===== src/rtl/rr_mux_ctrl_pkg.sv =====
// Shared constants and grant encoding for the round-robin 2:1 mux feeder.
// The round-robin step is a function so the arbiter and any checker use the same rule.
package rr_mux_pkg;

    localparam logic LANE_A = 1'b0;
    localparam logic LANE_B = 1'b1;
    localparam int   MUX_DW = 2;

    typedef enum logic {
        GRANT_A = 1'b0,
        GRANT_B = 1'b1
    } grant_e;

    function automatic grant_e rr_next(input grant_e last);
        grant_e nxt;
        case (last)
            GRANT_A: nxt = GRANT_B;
            GRANT_B: nxt = GRANT_A;
            default: nxt = GRANT_A;
        endcase
        return nxt;
    endfunction

endpackage


===== src/rtl/rr_mux_ctrl_if.sv =====
// Lane inputs and mux-side outputs of rr_mux_ctrl.
// prio_B exists only when RR_MUX_CTRL_PRIO_EN is defined.
interface rr_mux_ctrl_if #(
    parameter int DW = 2
);

    logic          in_valid_A;
    logic [DW-1:0] in_data_A;
    logic          in_ready_A;
    logic          in_valid_B;
    logic [DW-1:0] in_data_B;
    logic          in_ready_B;
    logic [DW-1:0] data_A;
    logic [DW-1:0] data_B;
    logic          selector;
    logic          out_valid;
    logic          out_ready;
`ifdef RR_MUX_CTRL_PRIO_EN
    logic          prio_B;

    modport master (
        output in_valid_A, in_data_A, in_valid_B, in_data_B, out_ready, prio_B,
        input  in_ready_A, in_ready_B, data_A, data_B, selector, out_valid
    );

    modport slave (
        input  in_valid_A, in_data_A, in_valid_B, in_data_B, out_ready, prio_B,
        output in_ready_A, in_ready_B, data_A, data_B, selector, out_valid
    );
`else
    modport master (
        output in_valid_A, in_data_A, in_valid_B, in_data_B, out_ready,
        input  in_ready_A, in_ready_B, data_A, data_B, selector, out_valid
    );

    modport slave (
        input  in_valid_A, in_data_A, in_valid_B, in_data_B, out_ready,
        output in_ready_A, in_ready_B, data_A, data_B, selector, out_valid
    );
`endif

endinterface


===== src/rtl/rr_mux_ctrl_lane_fifo.sv =====
// Per-lane circular FIFO. A push while full is dropped here, so the caller may
// leave push asserted. Head data is visible one edge after the push.
module lane_fifo #(
    parameter int DEPTH = 2,
    parameter int DW    = 2
) (
    input  logic          clk,
    input  logic          reset_L,
    input  logic          push,
    input  logic          pop,
    input  logic [DW-1:0] wr_data,
    output logic [DW-1:0] head,
    output logic          full,
    output logic          empty
);

    localparam int AW = $clog2(DEPTH);
    localparam int CW = AW + 1;

    logic [DW-1:0] mem_r [DEPTH];
    logic [AW-1:0] wr_ptr_r;
    logic [AW-1:0] rd_ptr_r;
    logic [CW-1:0] count_r;
    logic          push_ok_s;
    logic          pop_ok_s;

    assign full      = (count_r == CW'(DEPTH));
    assign empty     = (count_r == {CW{1'b0}});
    assign head      = mem_r[rd_ptr_r];
    assign push_ok_s = push && !full;
    assign pop_ok_s  = pop && !empty;

    // Storage, pointers and occupancy; pointers wrap naturally since DEPTH is a power of 2.
    always_ff @(posedge clk or negedge reset_L) begin
        if (!reset_L) begin
            for (int i = 0; i < DEPTH; i++) begin
                mem_r[i] <= {DW{1'b0}};
            end
            wr_ptr_r <= {AW{1'b0}};
            rd_ptr_r <= {AW{1'b0}};
            count_r  <= {CW{1'b0}};
        end else begin
            if (push_ok_s) begin
                mem_r[wr_ptr_r] <= wr_data;
                wr_ptr_r        <= wr_ptr_r + AW'(1);
            end
            if (pop_ok_s) begin
                rd_ptr_r <= rd_ptr_r + AW'(1);
            end
            case ({push_ok_s, pop_ok_s})
                2'b10:   count_r <= count_r + CW'(1);
                2'b01:   count_r <= count_r - CW'(1);
                default: count_r <= count_r;
            endcase
        end
    end

endmodule


===== src/rtl/rr_mux_ctrl.sv =====
// Two-lane round-robin feeder for a 2-bit 2:1 mux; output registers advance only on load.
// Define RR_MUX_CTRL_PRIO_EN to add prio_B, which lets a non-empty lane B override the rotation.
module rr_mux_ctrl
    import rr_mux_pkg::*;
#(
    parameter int DEPTH = 2,
    parameter int DW    = MUX_DW
) (
    input logic          clk,
    input logic          reset_L,
    rr_mux_ctrl_if.slave bus
);

    logic [DW-1:0] head_a_s;
    logic [DW-1:0] head_b_s;
    logic          full_a_s;
    logic          full_b_s;
    logic          empty_a_s;
    logic          empty_b_s;
    logic          pop_a_s;
    logic          pop_b_s;
    logic          load_s;
    logic          grant_v_s;
    logic          prio_s;
    grant_e        grant_s;
    grant_e        last_grant_r;
    logic [DW-1:0] data_a_r;
    logic [DW-1:0] data_b_r;
    logic          selector_r;
    logic          out_valid_r;

`ifdef RR_MUX_CTRL_PRIO_EN
    assign prio_s = bus.prio_B;
`else
    assign prio_s = 1'b0;
`endif

    lane_fifo #(.DEPTH(DEPTH), .DW(DW)) u_fifo_a (
        .clk     (clk),
        .reset_L (reset_L),
        .push    (bus.in_valid_A),
        .pop     (pop_a_s),
        .wr_data (bus.in_data_A),
        .head    (head_a_s),
        .full    (full_a_s),
        .empty   (empty_a_s)
    );

    lane_fifo #(.DEPTH(DEPTH), .DW(DW)) u_fifo_b (
        .clk     (clk),
        .reset_L (reset_L),
        .push    (bus.in_valid_B),
        .pop     (pop_b_s),
        .wr_data (bus.in_data_B),
        .head    (head_b_s),
        .full    (full_b_s),
        .empty   (empty_b_s)
    );

    // Arbitration: decide which lane (if any) moves into the output register this edge.
    always_comb begin
        load_s    = !out_valid_r || bus.out_ready;
        grant_v_s = 1'b0;
        grant_s   = GRANT_A;
        if (!load_s) begin
            grant_v_s = 1'b0;
            grant_s   = GRANT_A;
        end else if (!empty_a_s && !empty_b_s) begin
            grant_v_s = 1'b1;
            if (prio_s) begin
                grant_s = GRANT_B;
            end else begin
                grant_s = rr_next(last_grant_r);
            end
        end else if (!empty_a_s) begin
            grant_v_s = 1'b1;
            grant_s   = GRANT_A;
        end else if (!empty_b_s) begin
            grant_v_s = 1'b1;
            grant_s   = GRANT_B;
        end else begin
            grant_v_s = 1'b0;
            grant_s   = GRANT_A;
        end
        pop_a_s = grant_v_s && (grant_s == GRANT_A);
        pop_b_s = grant_v_s && (grant_s == GRANT_B);
    end

    // Output register and grant history; everything is frozen while a transfer is stalled.
    always_ff @(posedge clk or negedge reset_L) begin
        if (!reset_L) begin
            data_a_r     <= {DW{1'b0}};
            data_b_r     <= {DW{1'b0}};
            selector_r   <= LANE_A;
            out_valid_r  <= 1'b0;
            last_grant_r <= GRANT_B;
        end else if (load_s) begin
            if (grant_v_s) begin
                case (grant_s)
                    GRANT_A: begin
                        data_a_r   <= head_a_s;
                        selector_r <= LANE_A;
                    end
                    GRANT_B: begin
                        data_b_r   <= head_b_s;
                        selector_r <= LANE_B;
                    end
                    default: begin
                        selector_r <= selector_r;
                    end
                endcase
                out_valid_r  <= 1'b1;
                last_grant_r <= grant_s;
            end else begin
                out_valid_r <= 1'b0;
            end
        end
    end

    assign bus.in_ready_A = !full_a_s;
    assign bus.in_ready_B = !full_b_s;
    assign bus.data_A     = data_a_r;
    assign bus.data_B     = data_b_r;
    assign bus.selector   = selector_r;
    assign bus.out_valid  = out_valid_r;

endmodule


===== src/flat_wrapper.sv =====
// flat-port wrapper written by rule: the top's interface ports become plain ports
module rr_mux_ctrl_flat import rr_mux_pkg::*;
#(
    parameter int DEPTH = 2,
    parameter int DW    = MUX_DW
)
  (clk, reset_L, bus_in_valid_A, bus_in_data_A, bus_in_valid_B, bus_in_data_B, bus_out_ready, bus_in_ready_A, bus_in_ready_B, bus_data_A, bus_data_B, bus_selector, bus_out_valid);
  rr_mux_ctrl_if #(.DW(DW)) bus_i ();
  input logic clk;
  input logic reset_L;
  input wire logic [$bits(bus_i.in_valid_A)-1:0] bus_in_valid_A;
  input wire logic [$bits(bus_i.in_data_A)-1:0] bus_in_data_A;
  input wire logic [$bits(bus_i.in_valid_B)-1:0] bus_in_valid_B;
  input wire logic [$bits(bus_i.in_data_B)-1:0] bus_in_data_B;
  input wire logic [$bits(bus_i.out_ready)-1:0] bus_out_ready;
  output wire logic [$bits(bus_i.in_ready_A)-1:0] bus_in_ready_A;
  output wire logic [$bits(bus_i.in_ready_B)-1:0] bus_in_ready_B;
  output wire logic [$bits(bus_i.data_A)-1:0] bus_data_A;
  output wire logic [$bits(bus_i.data_B)-1:0] bus_data_B;
  output wire logic [$bits(bus_i.selector)-1:0] bus_selector;
  output wire logic [$bits(bus_i.out_valid)-1:0] bus_out_valid;
  assign bus_i.in_valid_A = bus_in_valid_A;
  assign bus_i.in_data_A = bus_in_data_A;
  assign bus_i.in_valid_B = bus_in_valid_B;
  assign bus_i.in_data_B = bus_in_data_B;
  assign bus_i.out_ready = bus_out_ready;
  assign bus_in_ready_A = bus_i.in_ready_A;
  assign bus_in_ready_B = bus_i.in_ready_B;
  assign bus_data_A = bus_i.data_A;
  assign bus_data_B = bus_i.data_B;
  assign bus_selector = bus_i.selector;
  assign bus_out_valid = bus_i.out_valid;
  rr_mux_ctrl #(.DEPTH(DEPTH), .DW(DW)) u_core (.clk(clk), .reset_L(reset_L), .bus(bus_i));
endmodule

===== config.mk =====
export PLATFORM = sky130hd
export DESIGN_NAME = rr_mux_ctrl_flat
export DESIGN_NICKNAME = d
export VERILOG_FILES = /design/src/rtl/rr_mux_ctrl_pkg.sv /design/src/rtl/rr_mux_ctrl_if.sv /design/src/rtl/rr_mux_ctrl_lane_fifo.sv /design/src/rtl/rr_mux_ctrl.sv /design/src/flat_wrapper.sv
export SDC_FILE = /design/constraint.sdc
export NUM_CORES = 1
export LEC_CHECK = 0
export ABC_AREA = 0
export CAP_MARGIN = 20
export CORE_ASPECT_RATIO = 0.9
export CORE_MARGIN = 10
export CORE_UTILIZATION = 51
export DETAILED_ROUTE_END_ITERATION = 6
export GPL_ROUTABILITY_DRIVEN = 0
export PLACE_DENSITY = 0.77
export SLEW_MARGIN = 20
export SYNTH_ARGS = -nofsm -noshare
export SYNTH_HDL_FRONTEND = slang
export SYNTH_SLANG_ARGS = --single-unit

===== constraint.sdc =====
create_clock -name clk -period 2.4 [get_ports clk]
set_clock_uncertainty 0.2 [all_clocks]
set_input_delay 0.24 -clock clk [delete_from_list [all_inputs] [get_ports clk]]
set_output_delay 0.24 -clock clk [all_outputs]
set_load 0.02 [all_outputs]

* Word-level counts from Yosys, hierarchy flattened *
Cells that the tools add are included.

operators by class
  add/sub/neg operators = 8
  $mul = 0
  div/mod/pow operators = 0
  $lt $le $gt $ge = 6
  equal/unequal tests = 6
  shifts and indexed selects = 0
  mux-type cells = 24
  bitwise operators = 6
  reduce and logical (&&, ||, !) cells = 22

operators with widths
  operator                                             count
  2-to-1 mux 2 bit                                     8
  logical AND 1 bit                                    9
  bitwise mux 4 bit                                    2
  equality test 2 bit, second input constant           4
  >= comparator 2 bit, second input constant           4
  2-to-1 mux 1 bit                                     8
  inverter 1 -> 2 bit                                  4
  one-hot mux 2 bit (2 select lines)                   2
  AND reduction 3 bit                                  2
  zero test 1 bit                                      5
  adder 1 bit, second input constant                   4
  adder 2 x 1 -> 2 bit, second input constant          2
  demux 2 bit (select 1 bit)                           2
  equality test 2 x 1 -> 1 bit, second input constant  2
  zero test 2 bit                                      2
  < comparator 2 x 1 -> 1 bit, second input constant   2
  one-hot mux 1 bit (2 select lines)                   2
  nonzero test 2 bit                                   2
  subtractor 2 x 1 -> 2 bit, second input constant     2
  inverter 1 bit                                       2
  AND reduction 2 bit                                  1
  logical OR 1 bit                                     1

word-level totals
  register bits after elaboration = 23
  latch bits = 0
  RAM bits = 0
  bits in read-only memories = 0
  memories kept = 0

* Depth between registers and ports, before layout *
Gate-level depths: netlist of run 1.

  depth after elaboration = 10
  mapped depth = 8
  gate-level depth less buffers = 7

* By module *
A second synthesis of run 1 with hierarchy kept.

unflattened totals
  cell total of the unflattened synthesis = 79
  area, all modules = 1,114.8 um2

by module, submodules not included
  module       times used  cells an instance  area an instance (um2)  sequential area each (um2)
  lane_fifo    2           28                 397.9                   200.2
  rr_mux_ctrl  1           23                 319.1                   176.4

* Least setup slack after synthesis of run 1 *
Ideal clock, no wire load.

  path kind = register to register
  from = register u_core.out_valid_r (netlist: u_core.bus.out_valid)
  to = register u_core.u_fifo_a.count_r[1]
  setup time = 79 ps
  data arrival time = 1,414 ps
  required time = 2,121 ps
  path slack = 707 ps
  cell stages (with the launch flop) = 7
  cells stage by stage = dfrtp_1 nand2b_1 o221ai_2 inv_1 ha_1 nor2_1 xor2_1

on the way
  longest elaborated chain between the ends = 8

RTL lines
  element                                                                          RTL line                     RTL
  start, declared                                                                  rr_mux_ctrl.sv:30            logic out_valid_r;
  start signal, assigned                                                           rr_mux_ctrl.sv:95            out_valid_r <= 1'b0;
  start signal, assigned                                                           rr_mux_ctrl.sv:112           out_valid_r <= 1'b1;
  start signal, assigned                                                           rr_mux_ctrl.sv:115           out_valid_r <= 1'b0;
  zero test 1 bit *                                                                rr_mux_ctrl.sv:62            load_s = !out_valid_r || bus.out_ready;
  logical OR 1 bit *                                                               rr_mux_ctrl.sv:62
  2-to-1 mux 1 bit                                                                 rr_mux_ctrl.sv:65            if (!load_s) begin
  inverter 1 bit                                                                   rr_mux_ctrl.sv:85            pop_a_s = grant_v_s && (grant_s == GRANT_A);
  logical AND 1 bit *                                                              rr_mux_ctrl.sv:85
  logical AND 1 bit *                                                              rr_mux_ctrl_lane_fifo.sv:31  assign pop_ok_s = pop && !empty;
  named net u_core.u_fifo_a.pop_ok_s                                               rr_mux_ctrl_lane_fifo.sv:25  logic pop_ok_s;
  equality test 2 x 1 -> 1 bit / equality test 2 bit (equally long branches)       rr_mux_ctrl_lane_fifo.sv:50  case ({push_ok_s, pop_ok_s})
  one-hot mux 2 bit (2 select lines) / nonzero test 2 bit (equally long branches)  -
  end signal, assigned                                                             rr_mux_ctrl_lane_fifo.sv:51  2'b10: count_r <= count_r + CW'(1);
  end signal, assigned                                                             rr_mux_ctrl_lane_fifo.sv:52  2'b01: count_r <= count_r - CW'(1);
  end signal, assigned                                                             rr_mux_ctrl_lane_fifo.sv:53  default: count_r <= count_r;
  end, declared                                                                    rr_mux_ctrl_lane_fifo.sv:23  logic [CW-1:0] count_r;

Mark *: on every way through the listed nets, which the timed path passes. The rest lies on a longest branch.
A chain may end at the register's enable or synchronous reset.

* Worst setup path in the final report of run 1 *
  from = register u_core.u_fifo_a.count_r[0]
  to = output port bus_in_ready_A

on the way
  longest elaborated chain between the ends = 2

RTL lines
  element                 RTL line                     RTL
  start signal, assigned  rr_mux_ctrl_lane_fifo.sv:41  count_r <= {CW{1'b0}};
  start signal, assigned  rr_mux_ctrl_lane_fifo.sv:51
  start signal, assigned  rr_mux_ctrl_lane_fifo.sv:52
  equality test 2 bit     rr_mux_ctrl_lane_fifo.sv:27  assign full = (count_r == CW'(DEPTH));
  zero test 1 bit         rr_mux_ctrl.sv:120           assign bus.in_ready_A = !full_a_s;
  end, declared           flat_wrapper.sv:16           output wire logic [$bits(bus_i.in_ready_A)-1:0] bus_in_ready_A;

Every way passes these cells.

==> results of run 1 <==
-- layer usage --
| metal | global-route usage | vias to the layer above |
|---|---|---|
| met4 | 0.0402 | 0 |
| met1 | 0.107 | 301 |
| met5 | 0 | - |
| met3 | 0.0512 | 5 |
| li1 | - | 300 |
| met2 | 0.144 | 9 |
-- critical path, delay by kind of cell, from the launching register on --
kind,cells,cell delay [ns]
buf+inv,1,0.61
flops,1,0.51
simple gates,1,0.21
-- cells in the mapped netlist --
master | n | area (sq um)
dfrtp_1 | 22 | 551
xnor2_1 | 8 | 70.1
mux2_2 | 7 | 78.8
mux2_1 | 5 | 56.3
mux2_4 | 4 | 60.1
inv_1 | 3 | 11.3
nor2_1 | 3 | 11.3
ha_1 | 2 | 25.0
nand2_1 | 2 | 7.51
nand3_1 | 2 | 10.0
o21ai_0 | 2 | 10.0
xor2_1 | 2 | 17.5
buf_4 | 1 | 7.51
dfstp_2 | 1 | 26.3
mux2i_1 | 1 | 10.0
nand2b_1 | 1 | 6.26
nand2b_2 | 1 | 8.76
nand2b_4 | 1 | 13.8
nand3_2 | 1 | 10.0
nand3b_1 | 1 | 7.51
nand3b_2 | 1 | 11.3
nand3b_4 | 1 | 20.0
nor2_2 | 1 | 6.26
o21a_1 | 1 | 7.51
o21ai_2 | 1 | 8.76
o221ai_2 | 1 | 15.0
-- where the power goes --
group          switching, mW  internal (mW)  leakage, nW
sequential             0.179          0.597        0.266
clock                  0.108         0.0649       0.0150
combinational          0.357          0.512        0.285
total                  0.643           1.17        0.566
-- per-stage QoR --
step                      instances  hold WS, ns  worst slack, ns
after detailed placement        117        0.278            0.305
after CTS                       121       0.0687            0.301
final                           121       0.0672            0.319
after global routing            121       0.0780            0.222
after floorplan                  76       -0.256            0.707
after global placement          117        0.279            0.407
-- registers in the layout, summed over array words and instances, names as in the netlist --
signal,count
u_core.u_fifo_a.mem_r,4
u_core.u_fifo_a.rd_ptr_r,1
u_core.last_grant_r,1
u_core.bus.data_B,2
u_core.u_fifo_b.count_r,2
u_core.u_fifo_b.rd_ptr_r,1
u_core.u_fifo_a.wr_ptr_r,1
u_core.bus.out_valid,1
u_core.bus.data_A,2
u_core.bus.selector,1
u_core.u_fifo_b.mem_r,4
u_core.u_fifo_b.wr_ptr_r,1
u_core.u_fifo_a.count_r,2
-- cell families after synthesis --
logic type	count (synthesis)	share of synthesized area
DFF	23	0.540
AOI/OAI and AO/OA	5	0.0387
muxes	17	0.192
buffers and inverters	4	0.0176
xor gates and xnor gates	10	0.0821
and+or+nand+nor	15	0.106
adders and majority gates	2	0.0234
-- cells in the final DEF (no fill, tap or decap), drive strengths merged --
master	instances
dfrtp	22
clkdlybuf4s50	16
mux2	16
xnor2	8
nor2	4
clkbuf	4
inv	3
nand3	3
o21ai	3
nand2b	3
nand3b	3
nand2	2
xor2	2
ha	2
o221ai	1
o21a	1
mux2i	1
buf	1
dfstp	1
-- path summary, 6_finish.rpt --
| path | endpoint | slack, ns | depth (start not counted) |
|---|---|---|---|
| max | bus_in_ready_A | 0.32 | 2 |
| min | u_core.u_fifo_b.count_r[0]$_DFFE_PN0P_ | 0.07 | 2 |
| max reg2reg | u_core.u_fifo_a.count_r[1]$_DFFE_PN0P_ | 0.54 | 5 |
| min reg2reg | u_core.u_fifo_b.mem_r[2]$_DFFE_PN0P_ | 0.30 | 1 |
| max in group asynchronous | u_core.last_grant_r$_DFFE_PN1P_ | 1.66 | 2 |
| min in group clk | u_core.u_fifo_b.mem_r[2]$_DFFE_PN0P_ | 0.30 | 1 |
-- cell type report --
| cell class | instances | area, sq um | share of cell area |
|---|---|---|---|
| multi-input cells | 49 | 472 | 0.367 |
| clock buffers | 4 | 26.3 | 0.0204 |
| inverters | 3 | 11.3 | 0.00876 |
| repair buffers | 17 | 168 | 0.130 |
| flip-flops and latches | 23 | 577 | 0.449 |
| well taps | 25 | 31.3 | 0.0243 |
==> impl_metrics.py, run 1 <==
metrics = {
    "synthesis": {
        "synth-seq-area-share": 0.540,
        "ys_ff_latch": 23,
        "synth.distinct_cells": 26,
        "syn_avg_cell_area_sq_um": 14.0,
        "synth_area_sq_um": 1070,
        "syn_inst": 76,
        "synth.net_count": 87,
        "ys.warnings.count": 0,
    },
    "global_routing": {
        "track_usage": 0.0953,
        "grt_pass1_wl_mm": 3.21,
        "grt_max_degree": 24,
        "antenna_found_initial": 0,
        "first_global_vias": 723,
        "grt.overflow.total": 0,
    },
    "clock_network": {
        "clk_pin_slew_ns": 0.12,
        "cts_buffer_depth": 2,
        "cts_setup_buffers": 0,
        "numCtsBuffers": 3,
        "clk_latency_ns": 0.31,
        "tritoncts": "yes",
        "cts_sinks": 23,
        "cts_resized": 0,
        "htreeDepth": 1,
        "ctsHoldBuffers": 0,
        "cts_root_buf": "clkbuf_4",
    },
    "layout": {
        "diodes": 0,
        "final_area_sq_um": 1280,
        "areaGrowthSynthToFinish_pct": 20.4,
        "n_fill_cell": 147,
        "fin_util": 0.658,
        "final_nets": 108,
        "drive_above_1_share": 0.250,
    },
    "critical_path": {
        "critPathKind": "register to primary output",
        "worstReg2RegStart": "u_core.u_fifo_a.count_r[1]$_DFFE_PN0P_",
        "cp_max_fo": 7,
        "cp_slowest_cell": "clkdlybuf4s50_1",
        "cp.arrival_ns": 1.64,
        "required_ns": 1.96,
        "critPathLaunch": "u_core.u_fifo_a.count_r[0]$_DFFE_PN0P_",
        "cp-start-kind": "register",
        "worstSetupEndpointType": "primary output",
        "max_stage_delay_ns": 0.61,
        "crit_path_cell_trace": "nand2b_2 > clkdlybuf4s50_1",
    },
    "flow_run": {
        "drv_cap": 0,
    },
    "floorplanning": {
        "pin_count": 17,
        "core_area_sq_um": 1950,
        "die-height_microns": 63.4,
        "row_count": 15,
        "fp.dieW_microns": 68.2,
        "initial_core_util": 0.547,
        "dieArea_sq_um": 4330,
    },
    "drt": {
        "routedWlPerCell_microns": 14.4,
        "drt-total-wl_mm": 1.75,
        "vias": 615,
        "dr_wl_met3_microns": 104,
        "post_drt_via_cell_ratio": 5.08,
        "dr.first_iter.drc_count": 26,
        "dr.pass1.iters": 3,
        "drt-met1-wl_microns": 768,
        "routed-wl-met2_microns": 843,
        "drcViolationCount": 0,
        "highest_layer": "met4",
        "antenna_left": 0,
    },
    "timing": {
        "period_needed_ns": 2.08,
        "finalCritPeriodShare": 0.867,
        "finalSetupTns_ns": 0,
        "maxSlewHeadroom": 0.765,
        "slew_viol_final": 0,
        "hold_viol_final": 0,
        "finalSetupViolCount": 0,
        "rsz0062_at_grt": "no",
        "clock.fmax_mhz": 481,
        "worstMarginPinSlew_ns": 0.353,
    },
    "pwr": {
        "p_leak_nw": 0.566,
        "ir_worst_vdd_mv": 0.740,
        "finalPower_mw": 1.82,
        "power_density_nw_per_um2": 1410,
    },
    "placed_design": {
        "io_buffer_count": 16,
        "dp_hpwl_mm": 1.38,
        "dpl_cell_area_sq_um": 1260,
    },
    "worst_hold_path": {
        "min_path_type": "input port to asynchronous set/reset pin",
    },
    "status": {
        "status": "complete, no violations",
    },
}
No activity file was read; power rests on OpenSTA's default activity.
==> inputs of run 2 (changes only) <==
--- a/config.mk
+++ b/config.mk
@@ -6,13 +6,14 @@
 export NUM_CORES = 1
 export LEC_CHECK = 0
 export ABC_AREA = 0
-export CAP_MARGIN = 20
+export CAP_MARGIN = 15
 export CORE_ASPECT_RATIO = 0.9
 export CORE_MARGIN = 10
 export CORE_UTILIZATION = 51
 export DETAILED_ROUTE_END_ITERATION = 6
 export GPL_ROUTABILITY_DRIVEN = 0
 export PLACE_DENSITY = 0.77
+export RECOVER_POWER = 25
 export SLEW_MARGIN = 20
 export SYNTH_ARGS = -nofsm -noshare
 export SYNTH_HDL_FRONTEND = slang
==> run 2 against run 1 <==
  * Critical path depth is the same
  * Final cell count is the same
  * First-iteration DRC count is the same
  * Critical path type unchanged
  * Sequential cell count is the same
==> impl_metrics.py, run 2 (synthesis gave the netlist of run 1 again) <==
metrics = {
    "worst_hold_path": {
        "min_path_type": "register to register",
    },
    "timing": {
        "finalCritPeriodShare": 0.867,
        "clock.fmax_mhz": 481,
        "maxSlewHeadroom": 0.196,
        "setup_ws_ns": 0.319,
        "finalSetupViolCount": 0,
        "rsz0062_at_grt": "no",
        "hold_viol_final": 0,
        "period_needed_ns": 2.08,
        "finalSetupTns_ns": 0,
        "slew_viol_final": 0,
        "whs_ns": 0.299,
        "worstMarginPinSlew_ns": 1.21,
    },
    "clock_network": {
        "clk_latency_ns": 0.31,
        "numCtsBuffers": 3,
        "cts_resized": 0,
        "ctsHoldBuffers": 0,
        "cts_buffer_depth": 2,
        "htreeDepth": 1,
        "tritoncts": "yes",
        "clk_pin_slew_ns": 0.12,
        "cts_root_buf": "clkbuf_4",
        "cts_sinks": 23,
        "cts_setup_buffers": 0,
    },
    "drt": {
        "dr.pass1.iters": 3,
        "dr.first_iter.drc_count": 26,
        "vias": 615,
        "antenna_left": 0,
        "drt-total-wl_mm": 1.75,
        "post_drt_via_cell_ratio": 5.08,
        "drcViolationCount": 0,
        "routedWlPerCell_microns": 14.4,
    },
    "pwr": {
        "p_leak_nw": 0.563,
        "ir_worst_vdd_mv": 0.740,
        "power_density_nw_per_um2": 1420,
    },
    "floorplanning": {
        "row_count": 15,
        "die-height_microns": 63.4,
        "dieArea_sq_um": 4330,
        "core_area_sq_um": 1950,
        "pin_count": 17,
        "fp.dieW_microns": 68.2,
        "initial_core_util": 0.547,
    },
    "layout": {
        "n_fill_cell": 149,
        "drive_above_1_share": 0.240,
        "final_cell_mix": "22 x dfrtp_1, 15 x clkdlybuf4s50_1, 8 x xnor2_1",
        "diodes": 0,
        "final_area_sq_um": 1280,
        "reg_top3": "u_core.u_fifo_a.mem_r (4), u_core.u_fifo_b.mem_r (4)",
        "regArea_sq_um": 577,
        "final_common_cell": "dfrtp_1",
        "multi_input_area_sq_um": 472,
        "areaGrowthSynthToFinish_pct": 20.0,
        "final_nets": 108,
        "fin_util": 0.656,
    },
    "placed_design": {
        "dpl_cell_area_sq_um": 1260,
        "io_buffer_count": 16,
        "place_ws_ns": 0.305,
        "dp_hpwl_mm": 1.38,
    },
    "flow_run": {
        "drv_cap": 0,
    },
    "global_routing": {
        "track_usage": 0.0953,
        "first_global_vias": 723,
        "grt_max_degree": 24,
        "grt.overflow.total": 0,
        "antenna_found_initial": 0,
        "grt_pass1_wl_mm": 3.21,
    },
    "critical_path": {
        "required_ns": 1.96,
        "cp.arrival_ns": 1.64,
        "critPathKind": "register to primary output",
        "worstSetupEndpointType": "primary output",
        "cp-start-kind": "register",
        "cp_max_fo": 7,
    },
    "status": {
        "status": "complete, no violations",
    },
}
run 2: changes by cell type in the layout (fill, tap and decap cells not counted), sizes merged:
| cell | change |
|---|---|
| clkdlybuf4s50 | -1 |
| buf | -1 |
| clkbuf | +1 |
| dlygate4sd3 | +1 |
run 2: worst paths after layout:
path / depth (start not counted) / startpoint / slack [ns] / to
worst max register to register: 5 / u_core.u_fifo_a.count_r[1]$_DFFE_PN0P_ / 0.54 / u_core.u_fifo_a.count_r[1]$_DFFE_PN0P_
worst max-delay path: 2 / u_core.u_fifo_a.count_r[0]$_DFFE_PN0P_ / 0.32 / bus_in_ready_A
worst min register to register: 1 / u_core.u_fifo_b.mem_r[2]$_DFFE_PN0P_ / 0.30 / u_core.u_fifo_b.mem_r[2]$_DFFE_PN0P_
max in group asynchronous: 2 / reset_L / 0.80 / u_core.u_fifo_a.mem_r[1]$_DFFE_PN0P_
worst min-delay path: 1 / u_core.u_fifo_b.mem_r[2]$_DFFE_PN0P_ / 0.30 / u_core.u_fifo_b.mem_r[2]$_DFFE_PN0P_
min in group asynchronous: 2 / reset_L / 0.49 / u_core.u_fifo_b.count_r[0]$_DFFE_PN0P_
run 2: layer usage:
layer / global-route usage / share of wire
met1: 0.107 / 0.44
met5: 0 / 0
met4: 0.0402 / 0.018
met2: 0.144 / 0.48
met3: 0.0512 / 0.060
run 2: layout make-up:
class                           count  area share
Multi-Input combinational cell     49       0.368
Inverter                            3     0.00879
Clock buffer                        4      0.0205
Timing Repair Buffer               17       0.128
Tap cell                           25      0.0244
Sequential cell                    23       0.450
run 2: metrics by stage:
stage,power [mW],instances
finish,1.82,121
global placement,1.63,117
global route,1.97,121
detailed placement,1.67,117
floorplan,1.41,76
CTS,1.85,121
run 2: critical path: stages, from the launching register on:
cell and delay, ns:
dfrtp_1 0.51, nand2b_2 0.21, clkdlybuf4s50_1 0.61
run 2: power breakdown:
part	switching (mW)	internal (mW)
Clock	0.108	0.0649
Combinational	0.356	0.511
Sequential	0.179	0.597
==> inputs of run 3 (changes only) <==
--- a/config.mk
+++ b/config.mk
@@ -8,12 +8,13 @@
 export ABC_AREA = 0
 export CAP_MARGIN = 15
 export CORE_ASPECT_RATIO = 0.9
-export CORE_MARGIN = 10
+export CORE_MARGIN = 1
 export CORE_UTILIZATION = 51
 export DETAILED_ROUTE_END_ITERATION = 6
 export GPL_ROUTABILITY_DRIVEN = 0
 export PLACE_DENSITY = 0.77
 export RECOVER_POWER = 25
+export SETUP_SLACK_MARGIN = 0.02
 export SLEW_MARGIN = 20
 export SYNTH_ARGS = -nofsm -noshare
 export SYNTH_HDL_FRONTEND = slang
==> run 3 against run 2 <==
  * Die area decreased by 47%
  * Sequential power about the same
  * Fmax decreased by 0.17%
  * Highest routed layer unchanged
==> impl_metrics.py, run 3 (synthesis gave the netlist of run 1 again) <==
metrics = {
    "status": {
        "status": "complete, no violations",
    },
    "global_routing": {
        "grt_max_degree": 24,
        "track_usage": 0.181,
        "grt_pass1_wl_mm": 2.82,
        "first_global_vias": 607,
        "grt.overflow.total": 0,
        "antenna_found_initial": 0,
    },
    "clock_network": {
        "cts_sinks": 23,
        "cts_root_buf": "clkbuf_4",
        "clk_pin_slew_ns": 0.12,
        "cts_setup_buffers": 0,
        "htreeDepth": 1,
        "tritoncts": "yes",
        "cts_buffer_depth": 2,
        "clk_latency_ns": 0.30,
        "cts_resized": 0,
        "numCtsBuffers": 3,
        "ctsHoldBuffers": 0,
    },
    "layout": {
        "diodes": 0,
        "areaGrowthSynthToFinish_pct": 20.0,
        "final_cell_mix": "22 x dfrtp_1, 15 x clkdlybuf4s50_1, 8 x xnor2_1",
        "multi_input_area_sq_um": 472,
        "final_nets": 108,
        "n_fill_cell": 158,
        "reg_top3": "u_core.u_fifo_a.mem_r (4), u_core.u_fifo_b.mem_r (4)",
        "final_common_cell": "dfrtp_1",
        "drive_above_1_share": 0.240,
        "regArea_sq_um": 577,
    },
    "critical_path": {
        "required_ns": 1.96,
        "cp-start-kind": "register",
        "crit_path_cell_trace": "nand2b_2 > clkdlybuf4s50_1",
        "worstSetupEndpointType": "primary output",
        "max_stage_delay_ns": 0.61,
        "critPathKind": "register to primary output",
        "worst-path-buf-inv": 1,
        "cp_slowest_cell": "clkdlybuf4s50_1",
        "cp_max_fo": 7,
        "cp.arrival_ns": 1.64,
        "critPathTopFamily": "buffers and inverters",
    },
    "timing": {
        "whs_ns": 0.306,
        "slew_viol_final": 0,
        "worstMarginPinSlew_ns": 1.18,
        "finalSetupTns_ns": 0,
        "finalSetupViolCount": 0,
        "maxSlewHeadroom": 0.210,
        "setup_ws_ns": 0.316,
        "clock.fmax_mhz": 480,
        "hold_viol_final": 0,
        "finalCritPeriodShare": 0.868,
        "period_needed_ns": 2.08,
        "rsz0062_at_grt": "no",
    },
    "floorplanning": {
        "pin_count": 17,
        "initial_core_util": 0.547,
        "die-height_microns": 45.4,
        "core_area_sq_um": 1950,
        "fp.dieW_microns": 50.2,
        "row_count": 15,
        "dieArea_sq_um": 2280,
    },
    "pwr": {
        "switching_share": 0.357,
        "p_clk_frac": 0.097,
        "p_leak_nw": 0.563,
        "switchingPower_uw": 653,
        "combinationalPowerShare": 0.479,
        "ir_worst_vdd_mv": 0.882,
        "power_density_nw_per_um2": 1420,
        "seq_power_share": 0.424,
        "intPower_mw": 1.17,
    },
    "drt": {
        "drcViolationCount": 0,
        "antenna_left": 0,
        "dr.first_iter.drc_count": 7,
        "post_drt_via_cell_ratio": 4.91,
        "routedWlPerCell_microns": 13.9,
        "dr.pass1.iters": 2,
        "vias": 594,
        "drt-total-wl_mm": 1.69,
    },
    "flow_run": {
        "drv_cap": 0,
    },
    "placed_design": {
        "place_ws_ns": 0.310,
        "dp_hpwl_mm": 1.26,
        "io_buffer_count": 16,
    },
    "worst_hold_path": {
        "min_path_type": "register to register",
    },
}
## run 3: path summary, 6_finish.rpt
path	end	startpoint	slack, ns	cells past startpoint
max	bus_in_ready_A	u_core.u_fifo_a.count_r[0]$_DFFE_PN0P_	0.32	2
min	u_core.u_fifo_b.mem_r[2]$_DFFE_PN0P_	u_core.u_fifo_b.mem_r[2]$_DFFE_PN0P_	0.31	1
max reg2reg	u_core.u_fifo_a.count_r[1]$_DFFE_PN0P_	u_core.u_fifo_a.count_r[1]$_DFFE_PN0P_	0.56	5
min reg2reg	u_core.u_fifo_b.mem_r[2]$_DFFE_PN0P_	u_core.u_fifo_b.mem_r[2]$_DFFE_PN0P_	0.31	1
max in group asynchronous	u_core.bus.out_valid$_DFFE_PN0P_	reset_L	0.83	2
min in group asynchronous	u_core.bus.data_A[1]$_DFFE_PN0P_	reset_L	0.47	2
## run 3: stage by stage
| step | power (mW) | utilization | instances | area (sq um) |
|---|---|---|---|---|
| final | 1.83 | 0.656 | 121 | 1280 |
| after global routing | 1.96 | 0.656 | 121 | 1280 |
| after CTS | 1.85 | 0.658 | 121 | 1280 |
| after detailed placement | 1.67 | 0.645 | 117 | 1260 |
| after global placement | 1.63 | 0.645 | 117 | 1260 |
| after floorplan | 1.41 | - | 76 | 1070 |
## run 3: area by class of cell
cell class	instances	area share
inverters	3	0.00879
flip-flops and latches	23	0.450
repair buffers	17	0.128
clock buffers	4	0.0205
multi-input cells	49	0.368
well taps	25	0.0244
## run 3: power groups by stage
stage,combinational (mW),clock (mW),sequential [mW]
after CTS,0.886,0.182,0.778
after detailed placement,0.880,0,0.786
after global placement,0.845,0,0.781
after floorplan,0.622,0,0.789
after global routing,0.960,0.194,0.807
final,0.875,0.177,0.774
## run 3: metal layers
layer | vias to the layer above | track usage | part of all wire
li1 | 306 | - | -
met1 | 280 | 0.246 | 0.51
met2 | 6 | 0.269 | 0.45
met3 | 2 | 0.0333 | 0.022
met4 | 0 | 0.120 | 0.012
met5 | - | 0 | 0
